## src/rtl/rr_hold_arbiter.sv

```systemverilog
// rr_hold_arbiter: round-robin (or fixed-priority) arbiter granting one output
// to one of NPORT requesters. The grant is held until the owner releases it,
// drops its request, or an optional hold limit expires. Re-arbitration is
// back-to-back, so a new owner can be granted in the cycle after a release.
//
// Ports:
//   clock          in   rising-edge system clock
//   reset          in   asynchronous active-low reset
//   requests       in   per-port request levels [NPORT]
//   enable         in   arbitration permitted this cycle
//   owner_release  in   current owner ends its grant. "release" is a reserved
//                       word in SystemVerilog, so the port carries this name.
//   grant_valid    out  a grant is held
//   grant_onehot   out  one-hot owner, all zero when grant_valid=0
//   grant_idx      out  encoded owner, keeps its last value when idle
//   timeout        out  one-cycle pulse after the hold limit forced a release
module rr_hold_arbiter #(
  parameter int unsigned NPORT    = 5,
  parameter int unsigned PTR_W    = $clog2(NPORT),
  parameter int unsigned MODE     = 0,
  parameter int unsigned MAX_HOLD = 0,
  parameter int unsigned CNT_W    = $clog2(MAX_HOLD + 2)
) (
  input  logic             clock,
  input  logic             reset,
  input  logic [NPORT-1:0] requests,
  input  logic             enable,
  input  logic             owner_release,
  output logic             grant_valid,
  output logic [NPORT-1:0] grant_onehot,
  output logic [PTR_W-1:0] grant_idx,
  output logic             timeout
);

  typedef enum logic {
    S_IDLE  = 1'b0,
    S_GRANT = 1'b1
  } state_e;

  state_e             state_q, state_d;
  logic               grant_valid_q, grant_valid_d;
  logic [NPORT-1:0]   grant_onehot_q, grant_onehot_d;
  logic [PTR_W-1:0]   grant_idx_q, grant_idx_d;
  logic               timeout_q, timeout_d;
  logic [PTR_W-1:0]   last_q, last_d;
  logic [CNT_W-1:0]   hold_cnt_q, hold_cnt_d;

  logic               any_req;
  logic               owner_req;
  logic               limit_hit;
  logic               end_cond;
  logic               fire;
  logic [PTR_W-1:0]   win_idx;

  // Winner search. Round robin scans last+1 .. last (last checked at the
  // end); fixed priority scans from port 0 and ignores the pointer.
  function automatic logic [PTR_W-1:0] pick_winner(
    input logic [NPORT-1:0] req,
    input logic [PTR_W-1:0] last
  );
    logic [PTR_W-1:0] w;
    logic             found;
    int unsigned      cand;
    w     = '0;
    found = 1'b0;
    for (int unsigned i = 0; i < NPORT; i++) begin
      if (MODE == 1) begin
        cand = i;
      end else begin
        cand = (32'(last) + 32'd1 + i) % NPORT;
      end
      if (!found && req[PTR_W'(cand)]) begin
        found = 1'b1;
        w     = PTR_W'(cand);
      end
    end
    return w;
  endfunction

  // Grant-ending and arbitration-firing conditions.
  always_comb begin
    any_req   = |requests;
    owner_req = requests[grant_idx_q];
    limit_hit = (MAX_HOLD != 0) && (hold_cnt_q == CNT_W'(MAX_HOLD - 1));
    end_cond  = (state_q == S_GRANT) && (owner_release || !owner_req || limit_hit);
    fire      = enable && any_req && ((state_q == S_IDLE) || end_cond);
    win_idx   = pick_winner(requests, last_q);
  end

  // Next-state and registered-output logic.
  always_comb begin
    state_d        = state_q;
    grant_valid_d  = grant_valid_q;
    grant_onehot_d = grant_onehot_q;
    grant_idx_d    = grant_idx_q;
    last_d         = last_q;
    hold_cnt_d     = hold_cnt_q;
    timeout_d      = 1'b0;

    case (state_q)
      S_IDLE: begin
        if (fire) begin
          state_d        = S_GRANT;
          grant_valid_d  = 1'b1;
          grant_onehot_d = NPORT'(1) << win_idx;
          grant_idx_d    = win_idx;
          last_d         = win_idx;
          hold_cnt_d     = '0;
        end
      end

      S_GRANT: begin
        if (end_cond) begin
          // Pulse only when the hold limit alone ended the grant.
          timeout_d = limit_hit && !owner_release && owner_req;
          if (fire) begin
            grant_valid_d  = 1'b1;
            grant_onehot_d = NPORT'(1) << win_idx;
            grant_idx_d    = win_idx;
            last_d         = win_idx;
            hold_cnt_d     = '0;
          end else begin
            state_d        = S_IDLE;
            grant_valid_d  = 1'b0;
            grant_onehot_d = '0;
          end
        end else if (hold_cnt_q != CNT_W'(MAX_HOLD)) begin
          hold_cnt_d = hold_cnt_q + CNT_W'(1);
        end
      end

      default: begin
        state_d        = S_IDLE;
        grant_valid_d  = 1'b0;
        grant_onehot_d = '0;
      end
    endcase
  end

  // State and output registers; pointer resets so port 0 wins first.
  always_ff @(posedge clock or negedge reset) begin
    if (!reset) begin
      state_q        <= S_IDLE;
      grant_valid_q  <= 1'b0;
      grant_onehot_q <= '0;
      grant_idx_q    <= '0;
      timeout_q      <= 1'b0;
      last_q         <= PTR_W'(NPORT - 1);
      hold_cnt_q     <= '0;
    end else begin
      state_q        <= state_d;
      grant_valid_q  <= grant_valid_d;
      grant_onehot_q <= grant_onehot_d;
      grant_idx_q    <= grant_idx_d;
      timeout_q      <= timeout_d;
      last_q         <= last_d;
      hold_cnt_q     <= hold_cnt_d;
    end
  end

  assign grant_valid  = grant_valid_q;
  assign grant_onehot = grant_onehot_q;
  assign grant_idx    = grant_idx_q;
  assign timeout      = timeout_q;

endmodule

```

## config.mk

```make
export PLATFORM = sky130hd
export DESIGN_NAME = rr_hold_arbiter
export DESIGN_NICKNAME = d
export VERILOG_FILES = /design/src/rtl/rr_hold_arbiter.sv
export SDC_FILE = /design/constraint.sdc
export NUM_CORES = 1
export LEC_CHECK = 0
export BUFFER_PORTS_ARGS = -buffer_cell sky130_fd_sc_hd__clkbuf_2
export CAP_MARGIN = 20
export CORE_UTILIZATION = 59
export DETAILED_ROUTE_END_ITERATION = 7
export GPL_TIMING_DRIVEN = 0
export PLACE_DENSITY = 0.83
export REMOVE_ABC_BUFFERS = 1
export SLEW_MARGIN = 40
export SYNTH_ARGS = -nofsm -noshare
export SYNTH_HDL_FRONTEND = slang
export SYNTH_SLANG_ARGS = --single-unit
```

## constraint.sdc

```tcl
create_clock -name clock -period 8.1 [get_ports clock]
set_input_delay 0.405 -clock clock [delete_from_list [all_inputs] [get_ports clock]]
set_output_delay 0.405 -clock clock [all_outputs]
set_load 0.02 [all_outputs]
```

==> results of run 1 <==
-- per-stage QoR --
stage	util [%]	worst slack [ns]	hold WS [ns]	cells	setup TNS (ns)
after CTS	64.0	0.109	0.0336	503	0
after global placement	62.9	-0.835	0.286	499	-6.72
after detailed placement	63.1	0.129	0.297	499	0
after global routing	64.2	0.118	0.0349	503	0
final	64.2	0.502	0.0201	503	0
after floorplan	-	0.518	0.109	410	0
-- registers in the layout, indices dropped and copies added, names as in the netlist --
register	cells
grant_onehot	5
grant_idx	1
last_q	3
grant_valid	1
state_q	1
-- cell type report --
type                       count  area share [%]
clock buffer                   4            1.27
multi-input combinational    368            82.7
sequential                    11            7.88
timing repair buffer          17            2.39
inverter                      31            3.27
tap                           72            2.53
-- kinds of logic after synthesis --
group,synth area share (%)
xor+xnor,5.48
simple gates,24.4
compound gates,29.6
other cells,0.110
fa+ha+maj,15.0
buf+inv,6.80
mux,10.6
flops,8.07
-- routing by layer --
metal | vias to the layer above | wire [um]
met5 | - | 0
met1 | 1601 | 3910
li1 | 1633 | -
met3 | 22 | 472
met4 | 0 | 140
met2 | 139 | 4200
-- repair_timing --
item	CTS	global route
resized for setup	0	2
hold endpoints to repair	0	0
endpoints found under the setup margin	0	9
-- worst max path at each step --
stage,slack (ns),cells after the start,end,start
after floorplan,0.52,26,grant_onehot[0],last_q[0]
after global placement,-0.84,26,grant_onehot[0],last_q[0]
after detailed placement,0.13,26,grant_onehot[0],last_q[0]
after CTS,0.11,26,grant_onehot[0],last_q[0]
after global routing,0.12,28,grant_onehot[0],last_q[0]
final,0.50,24,grant_onehot[0],last_q[0]
-- synth_stat cells, types with 4 or more instances --
| cell type | instances | share of area (%) |
|---|---|---|
| sky130_fd_sc_hd__ha_1 | 41 | 15 |
| sky130_fd_sc_hd__nand2_1 | 36 | 3.9 |
| sky130_fd_sc_hd__inv_1 | 27 | 3.0 |
| sky130_fd_sc_hd__nor2_1 | 25 | 2.7 |
| sky130_fd_sc_hd__a21oi_1 | 22 | 3.2 |
| sky130_fd_sc_hd__o21ai_0 | 16 | 2.3 |
| sky130_fd_sc_hd__nor3_1 | 14 | 2.0 |
| sky130_fd_sc_hd__mux2i_1 | 13 | 3.8 |
| sky130_fd_sc_hd__nand3_1 | 13 | 1.9 |
| sky130_fd_sc_hd__xnor2_1 | 12 | 3.1 |
| sky130_fd_sc_hd__clkbuf_1 | 11 | 1.2 |
| sky130_fd_sc_hd__nand2b_1 | 11 | 2.0 |
| sky130_fd_sc_hd__dfrtp_1 | 10 | 7.3 |
| sky130_fd_sc_hd__mux2_2 | 8 | 2.6 |
| sky130_fd_sc_hd__and3_1 | 7 | 1.3 |
| sky130_fd_sc_hd__nor2b_1 | 7 | 1.3 |
| sky130_fd_sc_hd__o211ai_1 | 7 | 1.5 |
| sky130_fd_sc_hd__a22o_1 | 6 | 1.5 |
| sky130_fd_sc_hd__buf_4 | 6 | 1.3 |
| sky130_fd_sc_hd__mux4_2 | 5 | 3.3 |
| sky130_fd_sc_hd__o21ai_1 | 5 | 0.73 |
| sky130_fd_sc_hd__o31ai_1 | 5 | 1.1 |
| sky130_fd_sc_hd__a211o_1 | 4 | 1.0 |
| sky130_fd_sc_hd__a211oi_1 | 4 | 0.88 |
| sky130_fd_sc_hd__and2_1 | 4 | 0.73 |
| sky130_fd_sc_hd__nand3b_1 | 4 | 0.88 |
| sky130_fd_sc_hd__nand4_1 | 4 | 0.73 |
| sky130_fd_sc_hd__nor3b_1 | 4 | 0.88 |
| sky130_fd_sc_hd__o32ai_1 | 4 | 1.0 |
-- critical path: cells and delay by family (launching register included) --
kind / cells / cell delay, ns
mux: 2 / 0.57
flops: 1 / 0.73
buf+inv: 2 / 0.66
xor+xnor: 2 / 0.49
compound gates: 7 / 1.61
fa+ha+maj: 5 / 1.80
simple gates: 6 / 1.61
==> flow_summary_export.csv, run 1 <==
group,metric,value,unit
critical_path,max_stage_delay,0.73,ns
critical_path,end_kind,"flop",
critical_path,worst_setup_sp_type,"flop",
sta,timing_worst_slew_pin_value,0.742,ns
floorplan,initial_utilization,61.8,%
sta,fin_worst_skew,0.00131,ns
critical_path,crit_path_max_fanout,39,
sta,min_period,7.60,ns
grt,globalRoute.busiestLayer,"met2",
grt,grt_start_max_net_pins,40,
cts,cts_tree,"built",
cts,clkSlewWorstSetupHoldPaths,0.05,ns
cts,cts.htree.levels,1,
finish,final_net_count,482,
sta,final.period_utilization,93.8,%
cts,cts.sinks,11,
finish,insertedDiodeCount,0,
finish,multiInputGateArea,2940,um2
finish,fill_cells,480,
place,dp_hpwl,6.45,mm
critical_path,crit-reg2reg-capture,"grant_onehot[0]",
critical_path,critPathSlowestCell,"sky130_fd_sc_hd__dfrtp_4",
grt,global_route.usage.met3,2.67,%
critical_path,critPathRequiredTime,8.24,ns
floorplan,io-pin-count,19,
critical_path,r2r_cells,24,
finish,final_cell_mix,"sky130_fd_sc_hd__ha_1, sky130_fd_sc_hd__nand2_1, sky130_fd_sc_hd__inv_1, sky130_fd_sc_hd__nor2_1, sky130_fd_sc_hd__a21oi_1",
floorplan,fp.dieArea,6110,um2
grt,number_of_global_route_vias_before_repair,3204,
critical_path,timing.critical_path.mode_cell,"sky130_fd_sc_hd__ha_1",
yosys,asyncSetResetFlopFracSynth,100,%
grt,track_usage,28.9,%
route,finalWirelength,8.73,mm
yosys,synth-warning-count,0,
floorplan,floorplan.die.width,78.2,um
grt,wire_length_of_the_first_global_routing_pass,14.5,mm
grt,grt_overflow_total,0,
sta,final_max_slew_viol_count,0,
min_path,hold_class,"primary input to asynchronous set/reset pin",
place,placed_area,3500,um2
route,final_antenna_net_count,0,
cts,cts_made_buffers,3,
route,wire_per_inst,17.4,um
yosys,synth-edff-count,0,
route,detailroute.via_count,3395,
floorplan,dieHeight,78.2,um
yosys,ys_ff_latch,11,
grt,met1_track_utilization_from_global_routing,38.3,%
yosys,synth.cell_area,3420,um2
grt,antenna_found_initial,0,
run,max_cap_viol_count,0,
grt,global_route_met2_usage,50.2,%
route,vias_per_cell,6.75,
sta,clock.fmax,0.132,GHz
floorplan,placement_row_count,27,
sta,setup_viol,0,
route,dr.first_iter.drc_count,376,
finish,fin_area,3560,um2
yosys,ys_types,93,
route,remaining_drc_errors,0,
cts,cts_post_setup_buffers_inserted,0,
finish,layout_commonest_cell,"sky130_fd_sc_hd__ha_1",
cts,cts_hold_repair.buffers,0,
critical_path,reg2reg_setup_slack,0.50,ns
yosys,synthesis.instances,432,
sta,report.final.hold_viol_count,0,
critical_path,worst_r2r_startpoint,"last_q[0]",
critical_path,crit_path_cell_trace,"inv_1 -> ha_4 -> ha_1 -> nor2b_1 -> nor2_1 -> ha_1 -> and2b_1 -> a32oi_4 -> xnor2_2 -> clkinv_1 -> ha_1 -> nor3_1 -> mux2i_1 -> a21oi_4 -> xnor2_1 -> ha_1 -> mux4_2 -> nand3_1 -> o22ai_1 -> or3_4 -> o31ai_1 -> o311ai_1 -> a22o_1 -> a32o_1",
yosys,seq_area_frac_synth,8.07,%
cts,worstSkewPairLatency,0.25,ns
finish,layout.area.seq,280,um2
finish,drive_gt1_share,16.0,%
sta,setup_repair_after_global_routing_missed_its_margin,"no",
yosys,syn_avg_cell_area,7.93,um2
route,dr.pass1.iters,6,
place,numPortBuffers,17,
cts,cts_root_buf,"sky130_fd_sc_hd__clkbuf_8",
place,gpl.final_weighted_congestion,0.911,
sta,slew_headroom,50.5,%
critical_path,crit_type,"flop to flop",
outcome,outcome,"completed",
yosys,synth-main-ff-cell,"sky130_fd_sc_hd__dfrtp_1",
floorplan,core_box_area,5540,um2
critical_path,worstPathArrival,7.74,ns
cts,cts-root-to-sink-buffers,2,
finish,area_delta_synth_final,3.84,%
Power of run 1 is left out: the tool's default activity adds up to more than one toggle a clock period on the data nets, which glitch-free logic cannot reach.
==> run 2, diff against run 1 <==
Clock period 8.1 ns to 8.4 ns, I/O delays scaled along.
==> flow_summary_export.csv, run 2 (same netlist as run 1, synthesis figures left out) <==
group,metric,value,unit
cts,cts.sinks,11,
place,dp_hpwl,6.45,mm
cts,cts_made_buffers,3,
route,final_antenna_net_count,0,
floorplan,fp.dieArea,6110,um2
sta,fin_hold_ws,0.0392,ns
floorplan,dieHeight,78.2,um
finish,layout_commonest_cell,"sky130_fd_sc_hd__ha_1",
grt,antenna_found_initial,0,
place,numPortBuffers,17,
run,max_cap_viol_count,0,
sta,setup_viol,0,
critical_path,worstPathArrival,8.04,ns
route,detailroute.via_count,3405,
floorplan,core_box_area,5540,um2
cts,postCtsResizedCells,0,
critical_path,max_stage_delay,0.89,ns
cts,cts_hold_repair.buffers,0,
floorplan,io-pin-count,19,
cts,worstSkewPairLatency,0.25,ns
finish,area_delta_synth_final,3.76,%
critical_path,timing.critical_path.mode_cell,"sky130_fd_sc_hd__ha_1",
critical_path,end_kind,"flop",
critical_path,crit_path_cell_trace,"inv_1 -> ha_4 -> ha_1 -> nor2b_1 -> nor2_1 -> ha_1 -> and2b_1 -> a32oi_4 -> xnor2_2 -> clkinv_1 -> ha_1 -> nor3_1 -> mux2i_1 -> a21oi_4 -> xnor2_1 -> ha_1 -> mux4_2 -> nand3_1 -> o22ai_1 -> or3_4 -> o31ai_1 -> o311ai_1 -> a22o_1 -> a32o_1",
sta,fin_worst_skew,0.00183,ns
cts,clkSlewWorstSetupHoldPaths,0.05,ns
cts,cts_tree,"built",
finish,largest_reg_flops,5,
grt,track_usage,28.9,%
min_path,hold_class,"primary input to asynchronous set/reset pin",
sta,min_period,7.90,ns
sta,totalNegativeSetupSlack,0,ns
critical_path,crit_start,"last_q[0]",
route,finalWirelength,8.72,mm
critical_path,crit_type,"flop to flop",
sta,report.final.hold_viol_count,0,
finish,finish.utilization,64.1,%
finish,multiInputGateArea,2940,um2
place,post-place-ws,0.429,ns
grt,wire_length_of_the_first_global_routing_pass,14.5,mm
cts,cts.htree.levels,1,
finish,final_cell_mix,"sky130_fd_sc_hd__ha_1, sky130_fd_sc_hd__nand2_1, sky130_fd_sc_hd__inv_1, sky130_fd_sc_hd__nor2_1, sky130_fd_sc_hd__a21oi_1",
floorplan,floorplan.die.width,78.2,um
route,wire_per_inst,17.3,um
floorplan,initial_utilization,61.8,%
cts,cts_root_buf,"sky130_fd_sc_hd__clkbuf_8",
critical_path,worst_setup_sp_type,"flop",
sta,clock.fmax,0.127,GHz
critical_path,critPathRequiredTime,8.54,ns
critical_path,critPathSlowestCell,"sky130_fd_sc_hd__dfrtp_2",
finish,final_net_count,482,
sta,final_max_slew_viol_count,0,
sta,timing_worst_slew_pin_value,0.804,ns
critical_path,worst_r2r_startpoint,"last_q[0]",
route,dr.pass1.iters,7,
place,gpl.final_weighted_congestion,0.911,
finish,insertedDiodeCount,0,
critical_path,crit_path_max_fanout,39,
sta,final.setup.worst_slack,0.497,ns
finish,drive_gt1_share,16.0,%
finish,fill_cells,481,
route,dr.first_iter.drc_count,334,
route,vias_per_cell,6.77,
cts,cts_post_setup_buffers_inserted,0,
outcome,outcome,"completed",
route,remaining_drc_errors,0,
finish,layout.area.seq,278,um2
cts,cts-root-to-sink-buffers,2,
sta,slew_headroom,46.4,%
sta,final.period_utilization,94.1,%
floorplan,placement_row_count,27,
grt,grt_overflow_total,0,
sta,setup_repair_after_global_routing_missed_its_margin,"no",
grt,number_of_global_route_vias_before_repair,3204,
grt,grt_start_max_net_pins,40,
## run 2: cell counts in the layout (fill, tap and decap cells not counted)
Identical to the previous run, type by type.
## run 2: final cells by class
| type | count | share of cell area (%) |
|---|---|---|
| multi-input cells | 368 | 82.7 |
| flip-flops and latches | 11 | 7.82 |
| repair buffers | 17 | 2.39 |
| clock buffers | 4 | 1.27 |
| well taps | 72 | 2.54 |
| inverters | 31 | 3.27 |
## run 2: worst max-delay path, delay by kind of cell (launching register included)
kind            cells  cell delay [ns]
flops               1             0.89
buf+inv             2             0.77
simple gates        6             1.62
compound gates      7             1.64
mux                 2             0.56
xor+xnor            2             0.49
fa+ha+maj           5             1.83
## run 2: path summary, 6_finish.rpt
check,endpoint,slack [ns],depth (start not counted)
max in group asynchronous,last_q[2],8.08,1
hold / removal,grant_onehot[1],0.04,1
setup / recovery,grant_onehot[0],0.50,24
min in group clock,state_q,0.46,3
setup reg to reg,grant_onehot[0],0.50,24
hold reg to reg,grant_onehot[2],0.49,2
## run 2: layer usage
metal	wire length [um]	track usage, %	vias up
met5	0	0	-
met3	529	2.67	22
met4	144	7.59	0
met1	3840	38.3	1631
met2	4200	50.2	127
li1	-	-	1625
## run 2: per-stage QoR
step	cell area, um2	instances
floorplan	3310	410
global placement	3480	499
detailed placement	3500	499
CTS	3540	503
global route	3550	503
finish	3550	503
Power of run 2 is left out for the same reason.
